===== config.mk =====
export PLATFORM = sky130hd
export DESIGN_NAME = scan_capture_ctrl
export DESIGN_NICKNAME = d
export VERILOG_FILES = /design/src/rtl/scan_capture_ctrl.sv
export SDC_FILE = /design/constraint.sdc
export NUM_CORES = 1
export LEC_CHECK = 0
export BUFFER_PORTS_ARGS = -buffer_cell sky130_fd_sc_hd__buf_2
export CAP_MARGIN = 20
export CORE_MARGIN = 2
export CORE_UTILIZATION = 58
export CTS_CLUSTER_SIZE = 14
export DETAILED_ROUTE_END_ITERATION = 10
export GPL_TIMING_DRIVEN = 0
export HOLD_SLACK_MARGIN = 0.06
export PLACE_DENSITY = 0.88
export SLEW_MARGIN = 20
export SYNTH_ARGS = -nofsm -noshare
export SYNTH_HDL_FRONTEND = slang
export SYNTH_SLANG_ARGS = --single-unit

===== constraint.sdc =====
create_clock -name i_clk -period 2.6 [get_ports i_clk]
set_input_delay 0.39 -clock i_clk [delete_from_list [all_inputs] [get_ports i_clk]]
set_output_delay 0.39 -clock i_clk [all_outputs]
set_load 0.02 [all_outputs]

===== src/rtl/scan_capture_ctrl.sv =====
// Freezes a scan chain, shifts it out SCAN_WIDTH bits per cycle from the tail, and packs the
// slices into WORD_WIDTH-bit words on a valid/ready stream.
module scan_capture_ctrl #(
  parameter int SCAN_WIDTH   = 1,
  parameter int WORD_WIDTH   = 32,
  parameter int CHAIN_CYCLES = 64,
  parameter bit RECIRC       = 1'b0
) (
  input  logic                  i_clk,
  input  logic                  i_rst,
  input  logic                  i_start,
  output logic                  o_busy,
  output logic                  o_done,
  output logic                  o_scan_any,
  output logic                  o_scan_mode,
  output logic [SCAN_WIDTH-1:0] o_chain_head,
  input  logic [SCAN_WIDTH-1:0] i_chain_tail,
  output logic [WORD_WIDTH-1:0] o_word_data,
  output logic                  o_word_valid,
  input  logic                  i_word_ready,
  output logic                  o_word_last
);

  localparam int P     = WORD_WIDTH / SCAN_WIDTH;
  localparam int POS_W = (P > 1) ? $clog2(P) : 1;
  localparam int CNT_W = $clog2(CHAIN_CYCLES + 1);
  localparam logic [POS_W-1:0] POS_MAX = POS_W'(P - 1);
  localparam logic [CNT_W-1:0] CNT_MAX = CNT_W'(CHAIN_CYCLES - 1);

  typedef enum logic [1:0] {StIdle, StShift, StStall, StDrain} state_t;

  state_t                r_state;
  logic [CNT_W-1:0]      r_cnt;
  logic [POS_W-1:0]      r_pos;
  logic [WORD_WIDTH-1:0] r_acc;
  logic [WORD_WIDTH-1:0] r_word_data;
  logic                  r_word_valid;
  logic                  r_word_last;
  logic                  r_busy;
  logic                  r_done;
  logic                  r_scan_any;
  logic                  r_scan_mode;

  logic                  w_xfer;
  logic                  w_cnt_last;
  logic                  w_word_done;
  logic                  w_next_completes;
  logic                  w_out_full_after;
  logic [CNT_W-1:0]      w_cnt_nxt;
  logic [POS_W-1:0]      w_pos_nxt;
  logic [WORD_WIDTH-1:0] w_acc_nxt;

  always_comb begin
    w_xfer           = r_word_valid && i_word_ready;
    w_cnt_last       = (r_cnt == CNT_MAX);
    w_word_done      = (r_pos == POS_MAX) || w_cnt_last;
    w_acc_nxt        = r_acc | (WORD_WIDTH'(i_chain_tail) << (32'(r_pos) * SCAN_WIDTH));
    w_cnt_nxt        = r_cnt + CNT_W'(1);
    w_pos_nxt        = (r_pos == POS_MAX) ? '0 : r_pos + POS_W'(1);
    w_next_completes = (w_pos_nxt == POS_MAX) || (w_cnt_nxt == CNT_MAX);
    // Output register occupancy after this edge, assuming a SHIFT cycle.
    w_out_full_after = w_word_done || (r_word_valid && !i_word_ready);
  end

  always_ff @(posedge i_clk) begin
    r_done <= 1'b0;
    if (i_rst) begin
      r_state      <= StIdle;
      r_cnt        <= '0;
      r_pos        <= '0;
      r_acc        <= '0;
      r_word_data  <= '0;
      r_word_valid <= 1'b0;
      r_word_last  <= 1'b0;
      r_busy       <= 1'b0;
      r_scan_any   <= 1'b0;
      r_scan_mode  <= 1'b0;
    end else begin
      if (w_xfer) begin
        r_word_valid <= 1'b0;
        r_word_last  <= 1'b0;
      end
      case (r_state)
        StIdle: begin
          if (i_start) begin
            r_state     <= StShift;
            r_scan_any  <= 1'b1;
            r_scan_mode <= 1'b1;
            r_busy      <= 1'b1;
            r_cnt       <= '0;
            r_pos       <= '0;
            r_acc       <= '0;
          end
        end
        StShift: begin
          r_cnt <= w_cnt_last ? '0 : w_cnt_nxt;
          r_pos <= w_pos_nxt;
          if (w_word_done) begin
            r_word_data  <= w_acc_nxt;
            r_word_valid <= 1'b1;
            r_word_last  <= w_cnt_last;
            r_acc        <= '0;
          end else begin
            r_acc <= w_acc_nxt;
          end
          if (w_cnt_last) begin
            r_state     <= StDrain;
            r_scan_any  <= 1'b0;
            r_scan_mode <= 1'b0;
          end else if (w_next_completes && w_out_full_after) begin
            // Hold the chain so a completing slice never overwrites an unaccepted word.
            r_state     <= StStall;
            r_scan_mode <= 1'b0;
          end
        end
        StStall: begin
          if (!r_word_valid || i_word_ready) begin
            r_state     <= StShift;
            r_scan_mode <= 1'b1;
          end
        end
        StDrain: begin
          if (w_xfer) begin
            r_state <= StIdle;
            r_busy  <= 1'b0;
            r_done  <= 1'b1;
          end
        end
        default: r_state <= StIdle;
      endcase
    end
  end

  assign o_busy       = r_busy;
  assign o_done       = r_done;
  assign o_scan_any   = r_scan_any;
  assign o_scan_mode  = r_scan_mode;
  assign o_word_data  = r_word_data;
  assign o_word_valid = r_word_valid;
  assign o_word_last  = r_word_last;
  assign o_chain_head = (RECIRC && r_scan_mode) ? i_chain_tail : '0;

endmodule


# Word-level counts from Yosys, hierarchy flattened
# Cells that the tools add are included.
dict set report op_classes {
  mux 31
  n_reduce_logical 20
  shift 1
  addsub 2
  eq_ne 12
  bitwise 2
}
# operator count
set op_table {}
lappend op_table {{2-to-1 mux 32 bit} 2}
lappend op_table {{case mux 32 bit (2 select lines)} 1}
lappend op_table {{bitwise OR 32 bit} 1}
lappend op_table {{<< shifter 1 x 5 -> 32 bit} 1}
lappend op_table {{equality test 7 x 6 -> 1 bit, second input constant} 2}
lappend op_table {{2-to-1 mux 7 bit} 2}
lappend op_table {{case mux 7 bit (2 select lines)} 1}
lappend op_table {{2-to-1 mux 1 bit} 13}
lappend op_table {{equality test 5 bit, second input constant} 2}
lappend op_table {{2-to-1 mux 2 bit} 5}
lappend op_table {{2-to-1 mux 5 bit} 2}
lappend op_table {{case mux 5 bit (2 select lines)} 1}
lappend op_table {{!= test 2 bit, second input constant} 4}
lappend op_table {{case mux 2 bit (4 select lines)} 1}
lappend op_table {{AND reduction 4 bit} 2}
lappend op_table {{adder 7 x 1 -> 7 bit, second input constant} 1}
lappend op_table {{AND reduction 3 bit} 2}
lappend op_table {{adder 5 x 1 -> 5 bit, second input constant} 1}
lappend op_table {{equality test 2 bit, second input constant} 2}
lappend op_table {{logical OR 1 bit} 4}
lappend op_table {{case mux 1 bit (2 select lines)} 2}
lappend op_table {{AND reduction 2 bit} 2}
lappend op_table {{nonzero test 2 bit} 2}
lappend op_table {{logical AND 1 bit} 3}
lappend op_table {{other kinds (8)} 9}
dict set report totals {
  reg_bits 84
  elab_cells 79
}

# Longest topological paths before layout
dict set report logic_depth {
  depth_word 8
  depth_mapped 9
  depth_no_buf 7
}

# Worst setup path before layout
# OpenSTA, ideal clock, no wires.
dict set report synth_timing {
  path_type {register to register}
  startpoint {register r_pos[0]}
  endpoint {register r_acc[14]}
  path_buffers 1
  period_less_slack_ns 2.217
  t_required_ns 2.530
  path_slack_ns 0.383
  t_arrival_ns 2.146
  path_stages_with_launch 9
  path_cell_list {dfxtp_1 ha_1 and3_1 ha_1 or3b_1 buf_6 a2111oi_4 nand2_1 a21oi_1}
}
dict set report synth_between {
  elab_chain_cells 4
  elab_cells_between_ends 6
  classes_between {1 x eq/ne; 1 x shift; 2 x mux; 1 x bitwise; 1 x reduce/logical}
}
# element line
set synth_lines {}
lappend synth_lines {{from (decl)} 34} ;# logic [POS_W-1:0] r_pos;
lappend synth_lines {{from (signal assigned)} 97} ;# r_pos <= w_pos_nxt;
lappend synth_lines {{equality test 5 bit / << shifter 1 x 5 -> 32 bit (equally long branches)} {56, 57}}
lappend synth_lines {{logical OR 1 bit / bitwise OR 32 bit (equally long branches)} {56, 57}}
lappend synth_lines {{2-to-1 mux 32 bit (*)} 98} ;# if (w_word_done) begin
lappend synth_lines {{case mux 32 bit (2 select lines) (*)} 83} ;# case (r_state)
lappend synth_lines {{to (signal assigned)} 104} ;# r_acc <= w_acc_nxt;
lappend synth_lines {{to (decl)} 35} ;# logic [WORD_WIDTH-1:0] r_acc;
# Mark *: on every way between the ends. The rest lies on a longest branch, timed or not.
# A chain may end at the register's enable or synchronous reset.

# Worst setup path after layout
dict set report layout_timing {
  startpoint {register r_pos[0]}
  endpoint {register r_acc[6]}
}
# The elaborated chain is that of the path after synthesis.

==> reports/metrics.yaml <==
critical_path:
  cp-start-kind: "flop"
  crit_start: "r_pos[0]"
  r2r_start: "r_pos[0]"
  crit_slowest_cell: "a2111oi_4"
  rrSetupSlack_ns: 0.12
  path_cells: "ha_1 > and3_1 > ha_1 > or3b_1 > buf_6 > a2111oi_4 > nand2_1 > a21oi_1"
  crit_buf_inv: 1
  end_kind: "flop"
  reg2regPathDepth: 8
  critPathMaxStageDelay_ns: 0.51
  cp_num_cells: 8
  crit_path_end: "r_acc[6]"
  arrival_ns: 2.77
  criticalPathCategory: "reg -> reg"
  crit_required_ns: 2.89
  cp_max_fo: 8
  cp_common_cell: "ha_1"
  critPathTopFamily: "simple AND/OR/NAND/NOR gates"
  timing.rr.end: "r_acc[6]"
synthesis:
  synth-async-reset-ratio_pct: 0
  synthFlopType: "dfxtp_1"
  syn_area_per_cell_um2: 8.37
  synth.area.top_cells: "dfxtp_1 (45%), a21oi_1 (15%), a211oi_1 (6.8%)"
  yosysTopAreaCellShare_pct: 44.7
  yosysTopAreaCell: "dfxtp_1"
  synthCells: 450
  synth-seq-area-share_pct: 44.7
  synth_edf_count: 0
  synth_nets: 459
  yosys_warnings: 0
  syn_area_um2: 3770
  ys_types: 50
  synth.ff_latch_count: 84
drt:
  wl_per_cell_um: 17.2
  num_vias: 3732
  avgViaCountPerCell: 6.37
  ant_nets: 0
  routed_wl_um: 10100
  firstDrtPassIters: 6
  drtIter0Drc: 428
  post-route-drc-count: 0
pwr:
  power_switching_uw: 663
  p_sw_share_pct: 26.8
  seqPwrFrac_pct: 53.0
  internal-power_uw: 1810
  p_clk_share_pct: 38.8
  power_density_nw_per_um2: 574
  p_comb_share_pct: 8.1
  power_leakage_uw: 0.00153
  total_power_uw: 2470
  ir_worst_vdd_v: 0.000371
outcome:
  status: "finished clean"
timing:
  fmax_ghz: 0.403
  rsz0062_at_grt: "false"
  setup_viol: 0
  skew_ns: 0.0122
  slew_headroom_pct: 30.9
  fin_crit_sh_pct: 95.4
  report.final.slew_viol_count: 0
  finalSetupTns_ns: 0
  finalCriticalPeriod_ns: 2.48
  worst_slew_pin_slew_ns: 1.03
  finalHoldViolations: 0
cells_and_area:
  most-common-layout-cells: "a21oi_1 (110), dfxtp_1 (84), buf_2 (56)"
  drive_above_1_share_pct: 17.1
  final_common_cell: "a21oi_1"
  nets: 513
  final_area_um2: 4310
  diodes: 0
  syn2layout_area_growth_pct: 14.3
  fin_util_pct: 68.2
die:
  die_y_um: 84.6
  io_pins: 44
  core_um2: 6310
  die_w_um: 84.6
  start_util_pct: 59.7
  rows: 29
  die_area_um2: 7150
cts:
  cts_buffer_depth: 2
  cts_num_sinks: 84
  clockRootBuffer: "clkbuf_8"
  cts_made_buffers: 9
  cts_tree: "done"
  cts_max_level: 3
  path_clk_slew_ns: 0.08
  holdBufCountCts: 0
  clock_latency_ns: 0.37
placement:
  dpl_cell_area_um2: 4070
  place_congestion: 0.851
  hpwlAfterDp_um: 6720
  port-buffer-count: 42
global_route:
  grt_max_degree: 16
  overflow: 0
  grt_usage_pct: 28.8
  grt_pass1_vias: 3392
  grt_first_pass_wirelength_um: 16400
  antenna_found_initial: 0
run:
  maxCapViolations: 0
min_path:
  min_path_type: "in -> reg"
==> through the flow <==
| step | std cells | hold WS [ns] | setup slack, ns |
|---|---|---|---|
| global route | 586 | 0.357 | 0.000471 |
| CTS | 585 | 0.342 | 0.0583 |
| floorplan | 450 | 0.449 | 0.383 |
| global placement | 569 | 0.455 | 0.159 |
| finish | 586 | 0.350 | 0.119 |
| detailed placement | 569 | 0.466 | 0.0610 |
==> layer usage <==
metal | wire length (µm) | GRT usage, % | share of wire [%]
met2 | 4730 | 45.5 | 47
met5 | 0 | 0 | 0
met3 | 732 | 5.41 | 7.3
met1 | 4300 | 37.6 | 43
met4 | 313 | 15.3 | 3.1
==> cell families (layout without fill, tap and decap cells) <==
family | count (synthesis) | after routing | synth area share (%)
simple gates | 104 | 104 | 14.0
fa+ha+maj | 4 | 4 | 1.33
flops | 84 | 84 | 44.7
buf+inv | 49 | 108 | 5.65
compound gates | 204 | 204 | 33.3
other cells | 1 | 1 | 0.0996
xor+xnor | 4 | 4 | 0.930
==> registers in the layout, summed over array words and instances (netlist names) <==
| register | count |
|---|---|
| o_busy | 1 |
| o_done | 1 |
| o_scan_any | 1 |
| o_scan_mode | 1 |
| o_word_data | 32 |
| o_word_last | 1 |
| o_word_valid | 1 |
| r_acc | 32 |
| r_cnt | 7 |
| r_pos | 5 |
| r_state | 2 |
==> area by class of cell <==
| class | instances | area [µm²] |
|---|---|---|
| Buffer | 43 | 194 |
| Multi-Input combinational cell | 317 | 1890 |
| Clock inverter | 6 | 71.3 |
| Fill cell | 488 | 2010 |
| Inverter | 6 | 22.5 |
| Sequential cell | 84 | 1680 |
| Clock buffer | 10 | 128 |
| Tap cell | 77 | 96.3 |
| Timing Repair Buffer | 43 | 218 |
==> cells in the mapped netlist, types with 2 or more instances <==
| cell type | number |
|---|---|
| ha_1 | 4 |
| o21bai_1 | 2 |
| buf_1 | 2 |
| nor3b_1 | 7 |
| o21ai_0 | 24 |
| a2111oi_4 | 4 |
| nor2b_1 | 6 |
| a211oi_1 | 34 |
| nor3_1 | 3 |
| nor2_1 | 20 |
| a21oi_1 | 110 |
| inv_1 | 5 |
| a31oi_1 | 2 |
| and3_1 | 2 |
| xor2_1 | 2 |
| o21ai_1 | 13 |
| a22oi_1 | 3 |
| a311oi_1 | 2 |
| nand4_1 | 3 |
| xnor2_1 | 2 |
| dfxtp_1 | 84 |
| and4b_1 | 2 |
| nor4bb_1 | 3 |
| clkbuf_1 | 25 |
| nand2_1 | 40 |
| nand3_1 | 9 |
| o211ai_1 | 2 |
| buf_2 | 13 |
==> worst min path at each step <==
stage                 from     endpoint  cells past startpoint
3_5_place_dp   o_word_last  o_word_last                      2
4_1_cts              i_rst   r_state[1]                      4
5_1_grt              i_rst   r_state[1]                      4
2_1_floorplan     r_acc[0]     r_acc[0]                      2
3_3_place_gp        o_busy       o_busy                      2
6_report             i_rst   r_state[1]                      4
==> power by group through the flow <==
stage / registers (µW) / logic [µW] / clock network (µW)
2_1_floorplan: 1350 / 131 / 0
3_3_place_gp: 1340 / 188 / 0
3_5_place_dp: 1340 / 192 / 0
4_1_cts: 1310 / 194 / 954
5_1_grt: 1310 / 219 / 1010
6_report: 1310 / 201 / 959
==> repair_timing <==
action / 4_1_cts / 5_1_grt
resized for setup: 1 / 4
setup buffers: 0 / 1
gates cloned: 0 / 0
pin swaps: 0 / 4
setup endpoints to repair: 1 / 31
==> tightest hold or removal path, cell delays in order <==
cell and delay [ns]:
buf_2 0.11, a311oi_1 0.07, inv_1 0.05, o2bb2ai_1 0.05
No activity file was read; power rests on OpenSTA's default activity.
